===== src/rtl/pc_seq_ctrl_if.sv =====
// pc_seq_ctrl_if: control inputs and pc-select outputs of the fetch sequencer
interface pc_seq_ctrl_if #(parameter int CNT_W = 16);
  logic             stall;
  logic             branch_taken;
  logic [31:0]      branch_target;
  logic             jump;
  logic [31:0]      jump_target;
  logic             halt_req;
  logic             resume;
  logic [1:0]       choice;
  logic [31:0]      pc_target;
  logic             fetch_valid;
  logic             flush;
  logic             halted;
  logic             misalign_err;
  logic [CNT_W-1:0] redirect_count;
  modport master (
    output stall, branch_taken, branch_target, jump, jump_target, halt_req, resume,
    input  choice, pc_target, fetch_valid, flush, halted, misalign_err, redirect_count
  );
  modport slave (
    input  stall, branch_taken, branch_target, jump, jump_target, halt_req, resume,
    output choice, pc_target, fetch_valid, flush, halted, misalign_err, redirect_count
  );
endinterface


===== src/rtl/pc_seq_ctrl.sv =====
// pc_seq_ctrl: picks the pc source each cycle (boot/advance/redirect/hold) and inserts flush bubbles
module pc_seq_ctrl #(
  parameter int FLUSH_CYCLES = 2,
  parameter int CNT_W        = 16
) (
  input logic         clk,
  input logic         rst_n,
  pc_seq_ctrl_if.slave bus
);
  typedef enum logic [1:0] {BOOT, RUN, FLUSH, HALT} state_t;
  localparam logic [3:0] FC_INIT = (FLUSH_CYCLES == 0) ? 4'd0 : 4'(FLUSH_CYCLES - 1);
  state_t           r_state, w_next;
  logic [3:0]       r_fcnt, w_fcnt_next;
  logic [CNT_W-1:0] r_count;
  logic [1:0]       w_choice;
  logic [31:0]      w_target, w_sel;
  logic             w_fv, w_flush, w_mis, w_redir, w_req;
  assign w_req = bus.branch_taken | bus.jump;
  assign w_sel = bus.branch_taken ? bus.branch_target : bus.jump_target;
  always_ff @(posedge clk or negedge rst_n)
    if (!rst_n) begin
      r_state <= BOOT;
      r_fcnt  <= '0;
      r_count <= '0;
    end else begin
      r_state <= w_next;
      r_fcnt  <= w_fcnt_next;
      r_count <= r_count + CNT_W'(w_redir);
    end
  always_comb begin
    w_next      = r_state;
    w_fcnt_next = r_fcnt;
    w_choice    = 2'b10;
    w_target    = '0;
    w_fv        = 1'b0;
    w_flush     = 1'b0;
    w_mis       = 1'b0;
    w_redir     = 1'b0;
    case (r_state)
      BOOT: begin
        w_choice = 2'b11;
        w_next   = RUN;
      end
      RUN:
        if (bus.halt_req) w_next = HALT;
        else if (w_req && w_sel[1:0] != 2'b00) begin
          w_mis  = 1'b1;
          w_next = HALT;
        end else if (w_req) begin
          w_choice    = 2'b01;
          w_target    = w_sel;
          w_flush     = 1'b1;
          w_redir     = 1'b1;
          w_next      = (FLUSH_CYCLES == 0) ? RUN : FLUSH;
          w_fcnt_next = FC_INIT;
        end else if (!bus.stall) begin
          w_choice = 2'b00;
          w_fv     = 1'b1;
        end
      FLUSH:
        if (!bus.stall) begin
          w_choice    = 2'b00;
          w_next      = (r_fcnt == 4'd0) ? RUN : FLUSH;
          w_fcnt_next = (r_fcnt == 4'd0) ? r_fcnt : r_fcnt - 4'd1;
        end
      HALT:
        w_next = bus.resume ? RUN : HALT;
      default: w_next = BOOT;
    endcase
  end
  assign bus.choice         = w_choice;
  assign bus.pc_target      = w_target;
  assign bus.fetch_valid    = w_fv;
  assign bus.flush          = w_flush;
  assign bus.misalign_err   = w_mis;
  assign bus.halted         = (r_state == HALT);
  assign bus.redirect_count = r_count;
endmodule


===== src/flat_wrapper.sv =====
// flat-port wrapper written by rule: the top's interface ports become plain ports
module pc_seq_ctrl_flat 
#(
  parameter int FLUSH_CYCLES = 2,
  parameter int CNT_W        = 16
)
  (clk, rst_n, bus_stall, bus_branch_taken, bus_branch_target, bus_jump, bus_jump_target, bus_halt_req, bus_resume, bus_choice, bus_pc_target, bus_fetch_valid, bus_flush, bus_halted, bus_misalign_err, bus_redirect_count);
  pc_seq_ctrl_if #(.CNT_W(CNT_W)) bus_i ();
  input logic clk;
  input logic rst_n;
  input wire logic [$bits(bus_i.stall)-1:0] bus_stall;
  input wire logic [$bits(bus_i.branch_taken)-1:0] bus_branch_taken;
  input wire logic [$bits(bus_i.branch_target)-1:0] bus_branch_target;
  input wire logic [$bits(bus_i.jump)-1:0] bus_jump;
  input wire logic [$bits(bus_i.jump_target)-1:0] bus_jump_target;
  input wire logic [$bits(bus_i.halt_req)-1:0] bus_halt_req;
  input wire logic [$bits(bus_i.resume)-1:0] bus_resume;
  output wire logic [$bits(bus_i.choice)-1:0] bus_choice;
  output wire logic [$bits(bus_i.pc_target)-1:0] bus_pc_target;
  output wire logic [$bits(bus_i.fetch_valid)-1:0] bus_fetch_valid;
  output wire logic [$bits(bus_i.flush)-1:0] bus_flush;
  output wire logic [$bits(bus_i.halted)-1:0] bus_halted;
  output wire logic [$bits(bus_i.misalign_err)-1:0] bus_misalign_err;
  output wire logic [$bits(bus_i.redirect_count)-1:0] bus_redirect_count;
  assign bus_i.stall = bus_stall;
  assign bus_i.branch_taken = bus_branch_taken;
  assign bus_i.branch_target = bus_branch_target;
  assign bus_i.jump = bus_jump;
  assign bus_i.jump_target = bus_jump_target;
  assign bus_i.halt_req = bus_halt_req;
  assign bus_i.resume = bus_resume;
  assign bus_choice = bus_i.choice;
  assign bus_pc_target = bus_i.pc_target;
  assign bus_fetch_valid = bus_i.fetch_valid;
  assign bus_flush = bus_i.flush;
  assign bus_halted = bus_i.halted;
  assign bus_misalign_err = bus_i.misalign_err;
  assign bus_redirect_count = bus_i.redirect_count;
  pc_seq_ctrl #(.FLUSH_CYCLES(FLUSH_CYCLES), .CNT_W(CNT_W)) u_core (.clk(clk), .rst_n(rst_n), .bus(bus_i));
endmodule

===== config.mk =====
export PLATFORM = sky130hd
export DESIGN_NAME = pc_seq_ctrl_flat
export DESIGN_NICKNAME = d
export VERILOG_FILES = /design/src/rtl/pc_seq_ctrl_if.sv /design/src/rtl/pc_seq_ctrl.sv /design/src/flat_wrapper.sv
export SDC_FILE = /design/constraint.sdc
export NUM_CORES = 1
export LEC_CHECK = 0
export BUFFER_PORTS_ARGS = -buffer_cell sky130_fd_sc_hd__buf_2
export CORE_UTILIZATION = 30
export DETAILED_ROUTE_END_ITERATION = 10
export HOLD_SLACK_MARGIN = 0.03
export PLACE_DENSITY_LB_ADDON = 0.2
export REMOVE_ABC_BUFFERS = 1
export SLEW_MARGIN = 40
export SYNTH_ARGS = -nofsm -noshare
export SYNTH_HDL_FRONTEND = slang
export SYNTH_SLANG_ARGS = --single-unit

===== constraint.sdc =====
create_clock -name clk -period 4.5 [get_ports clk]
set_input_delay 0.9 -clock clk [delete_from_list [all_inputs] [get_ports clk]]
set_output_delay 0.9 -clock clk [all_outputs]
set_load 0.02 [all_outputs]

== After elaboration in Yosys (flattened, before gate mapping) ==
Index checks and enable logic that the tools add are counted.

* Bits in registers: 22
* Latch bits: 0
* Bits in writable memories: 0
* ROM bits: 0
* Input bits: 71
* Output and inout bits: 54
* Memories: 0

* Add/sub/neg operators: 2
* Multipliers: 0
* Div/mod/pow operators: 0
* Magnitude comparators: 0
* Equality and inequality tests: 9
* Shifts and indexed selects: 0
* Muxes and demuxes: 35
* Bitwise operators: 1
* Reduce and logical (&&, ||, !) cells: 7

{| class="wikitable"
|+ Operators by type and width
! operator !! number
|-
| 32-bit 2-to-1 mux || 5
|-
| 2-bit 2-to-1 mux || 10
|-
| 4-bit 2-to-1 mux || 5
|-
| 16-bit by 1-bit adder with 16-bit output || 1
|-
| 1-bit 2-to-1 mux || 12
|-
| 2-bit != test (second input constant) || 4
|-
| 2-bit case mux with 4 select lines || 1
|-
| 4-bit case mux with 2 select lines || 1
|-
| 2-bit case mux with 3 select lines || 1
|-
| 6-bit AND reduction || 1
|-
| 2-bit equality test (second input constant) || 2
|-
| 4-bit zero test || 1
|-
| 4-bit by 2-bit != test with 1-bit output (second input constant) || 1
|-
| 2-bit nonzero test || 2
|-
| 4-bit by 1-bit subtractor with 4-bit output (second input constant) || 1
|-
| 2-bit by 1-bit equality test with 1-bit output (second input constant) || 1
|-
| 2-bit zero test || 1
|-
| 2-bit by 1-bit != test with 1-bit output (second input constant) || 1
|-
| 2-bit AND reduction || 1
|-
| 1-bit logical AND || 1
|-
| 1-bit bitwise OR || 1
|}

== Longest topological paths before layout ==
* Depth after elaboration: 7
* Mapped depth: 10
* Depth with buffers taken out: 9

== Least setup slack after synthesis ==
OpenSTA, ideal clock, no wires.

* Kind: input port to output port
* From: in bus_branch_taken
* To: out bus_choice[1]
* Arrival time: 2.023 ns
* Data required time: 3.600 ns
* Slack: 1.577 ns
* Cell stages on the path: 5
* Cells stage by stage: buf_4 nor3b_2 o221ai_2 inv_1 nor2_1

* Word-level cells in the longest chain between the ends: 6
* Elaborated cells on any way between the ends: 8

{| class="wikitable"
|+ RTL lines
! item !! line !! text
|-
| from (decl) || flat_wrapper.sv:12 || <nowiki>input wire logic [$bits(bus_i.branch_taken)-1:0] bus_branch_taken;</nowiki>
|-
| 32-bit 2-to-1 mux || pc_seq_ctrl.sv:19 || <nowiki>assign w_sel = bus.branch_taken ? bus.branch_target : bus.jump_target;</nowiki>
|-
| 2-bit nonzero test || pc_seq_ctrl.sv:46 || <nowiki>else if (w_req && w_sel[1:0] != 2'b00) begin</nowiki>
|-
| 1-bit logical AND || pc_seq_ctrl.sv:46 ||
|-
| 2-bit 2-to-1 mux (*) || pc_seq_ctrl.sv:46 ||
|-
| 2-bit 2-to-1 mux (*) || pc_seq_ctrl.sv:45 || <nowiki>if (bus.halt_req) w_next = HALT;</nowiki>
|-
| 2-bit case mux with 3 select lines (*) || pc_seq_ctrl.sv:39 || <nowiki>case (r_state)</nowiki>
|-
| to (decl) || flat_wrapper.sv:18 || <nowiki>output wire logic [$bits(bus_i.choice)-1:0] bus_choice;</nowiki>
|}

Every way passes the cells marked *; elsewhere a longest branch is shown, timed or not.

== Worst setup path after layout ==
* From: in bus_branch_taken
* To: out bus_pc_target[24]

* Word-level cells in the longest chain between the ends: 6
* Elaborated cells on any way between the ends: 8

{| class="wikitable"
|+ RTL lines
! item !! line !! text
|-
| 32-bit 2-to-1 mux || pc_seq_ctrl.sv:19 ||
|-
| 2-bit nonzero test || pc_seq_ctrl.sv:46 ||
|-
| 1-bit logical AND || pc_seq_ctrl.sv:46 ||
|-
| 32-bit 2-to-1 mux (*) || pc_seq_ctrl.sv:46 ||
|-
| 32-bit 2-to-1 mux (*) || pc_seq_ctrl.sv:45 ||
|-
| 32-bit 2-to-1 mux (*) || pc_seq_ctrl.sv:39 ||
|-
| to (decl) || flat_wrapper.sv:19 || <nowiki>output wire logic [$bits(bus_i.pc_target)-1:0] bus_pc_target;</nowiki>
|}

Marks and branches as above.

==> run summary <==
clock skew - 2.913 ps
reg2reg start - u_core.r_state[1]$_DFFE_PN0P_
synth top area cells - dfrtp_1 (35%), mux2i_1 (19%), nor2_1 (9.0%), xnor2_1 (5.5%), ha_1 (3.1%)
Clk Tree Root Cell - clkbuf_8
FF/Latch Area - 550.5 um2
die height - 74.81 um
via count - 1680
first-pass GRT wire length - 7.231 mm
most frequent cells in the layout - buf_2 (122), nor2_1 (38), mux2i_1 (30)
hold slack - 470.7 ps
Mapped Avg Cell Area - 8.884 um2
DRC - 0
Buffers on Ports - 122
CTS Buf Count - 3
TritonRoute pass-1 iters - 4
total power - 0.6295 mW
WP data arrival - 2110 ps
path category of the worst min-delay check - flop to flop
largest net degree at the start of global routing - 36
minimum clock period - 3013 ps
wire per inst - 12.40 um
mapped cell area - 1590 um2
Die W - 74.81 um
type of the worst setup path - input port to output pin
nets@finish - 374
Seq cells post-synth - 22
Max-slew headroom - 66.63%
PD cells - 274.6 nW/um2
DP HPWL - 3.745 mm
Antenna Cells - 0
Critical Path, Cell by Cell - buf_2 -> nor3b_2 -> o221ai_2 -> buf_4 -> nor2_1 -> buf_2
post-route clock period utilization - 66.95%
CP max FO - 35
Ys Warns - 0
RR Endpoint - u_core.bus.redirect_count[14]$_DFF_PN0_
final setup vio count - 0
Slew Limit Fails - 0
depth of the worst register-to-register path - 9
Final Util - 44.88%
Netlist cell types - 33
Post-Route WL - 4.552 mm
Clk Latency, worst-skew pair - 250 ps
max cap viols - 0
synthesized instance count - 179
area grow syn2layout - 44.14%
cts hold-fix bufs - 0
Via density - 4.578
grt ovf - 0
Worst EP required - 3600 ps
Initial Util - 31.14%
Cell Area, Placed - 2251 um2
initial antenna violation count - 0
Peak VDD IR - 0.0001246 V
status - completed
ys async rst share - 100.0%
Global Route Usage Sum - 16.69%
most common library cell in the layout ignoring fill and taps - buf_2
Critical Path Sink - bus_pc_target[24]
most used cell, CP - buf_2
H-tree Lvls - 1
Longest Clk Path Bufs - 2
Post-synth EDFFs - 0
fin area - 2292 um2
CP max stage cell - buf_4
Crit path largest cell delay - 260 ps
fill count - 545
Routed Antenna Nets - 0
Final Hold Viols - 0
core box area - 5107 um2
register area share after synthesis - 34.62%
Top FF cell, synth - dfrtp_1
final estimated routing congestion in global placement - 0.8027
worst-margin pin slew - 500.5 ps
initial drt markers - 50
f_max - 331.9 MHz
PostCTS Resize Cnt - 0
RSZ-0062 raised after global routing - false
CP startpoint kind - input port
Total Die Area - 5596 um2
area leader, netlist - dfrtp_1
reg-to-reg setup timing slack - 2270 ps
clk sink count - 22
crit end category - output pin
Multi-input gate area - 964.7 um2
Boundary Pins - 125
Leakage - 1.347 nW
layout cells sized above 1 - 44.44%
number of global-route vias before repair - 1606
area share of the largest cell type after synthesis - 34.62%
CTS tree - done
Worst setup startpoint - bus_branch_taken
setup TNS - 0 ps
# rows - 26
Setup Buffers After CTS - 0
clock slew at reported path FFs - 80 ps
==> layout make-up <==
| type | count | area share (%) |
|---|---|---|
| Sequential cell | 22 | 24.02 |
| Clock buffer | 3 | 1.801 |
| Multi-Input combinational cell | 142 | 42.09 |
| Timing Repair Buffer | 124 | 27.29 |
| Inverter | 6 | 0.9825 |
| Tap cell | 70 | 3.821 |
==> cell families after synthesis <==
kind of cell / share of synthesized area [%]
AOI/OAI and AO/OA: 5.901
xor gates and xnor gates: 7.710
adders and majority gates: 3.147
other: 0.2358
muxes: 18.88
and+or+nand+nor: 24.55
DFF: 34.62
buffers and inverters: 4.956
==> Yosys cell counts, types with 4 or more instances <==
master,number
xnor2_1,10
dfrtp_1,22
inv_1,6
nor2_1,38
mux2i_1,30
buf_2,6
xor2_1,4
nand2_1,10
ha_1,4
nand3_1,7
==> registers in the layout, summed over array words and instances (netlist names) <==
register	flops
u_core.bus.redirect_count	16
u_core.r_fcnt	4
u_core.r_state	2
==> worst min-delay path by stage <==
| stage | depth (start not counted) | to | slack, ps | start |
|---|---|---|---|---|
| after floorplan | 1 | u_core.r_fcnt[1]$_DFFE_PN0P_ | 470 | u_core.r_fcnt[1]$_DFFE_PN0P_ |
| after detailed placement | 1 | u_core.bus.redirect_count[15]$_DFF_PN0_ | 470 | u_core.bus.redirect_count[15]$_DFF_PN0_ |
| final | 1 | u_core.bus.redirect_count[15]$_DFF_PN0_ | 470 | u_core.bus.redirect_count[15]$_DFF_PN0_ |
| after CTS | 1 | u_core.bus.redirect_count[15]$_DFF_PN0_ | 480 | u_core.bus.redirect_count[15]$_DFF_PN0_ |
| after global routing | 1 | u_core.bus.redirect_count[15]$_DFF_PN0_ | 500 | u_core.bus.redirect_count[15]$_DFF_PN0_ |
| after global placement | 1 | u_core.bus.redirect_count[15]$_DFF_PN0_ | 460 | u_core.bus.redirect_count[15]$_DFF_PN0_ |
==> where the power goes <==
part	internal [mW]	switching (mW)
logic	0.103	0.138
clock network	0.0596	0.0606
registers	0.230	0.0394
==> layer usage <==
| layer | vias up | track usage (%) | wire length [um] |
|---|---|---|---|
| met2 | 73 | 32.13 | 2393 |
| met1 | 757 | 19.09 | 1808 |
| li1 | 846 | - | - |
| met5 | - | 0 | 0 |
| met4 | 0 | 3.983 | 44 |
| met3 | 4 | 2.677 | 305 |
==> critical path, delay by kind of cell <==
kind,cells,cell delay [ps]
AO/OA/AOI/OAI,1,140
buffers and inverters,3,630
AND/OR/NAND/NOR,2,430
==> per-stage QoR <==
step	instances	setup WS, ps
after detailed placement	364	1497
after CTS	367	1493
after global routing	367	1383
after global placement	364	1509
final	367	1487
after floorplan	170	978.0
Power figures use the tool's default switching activity.
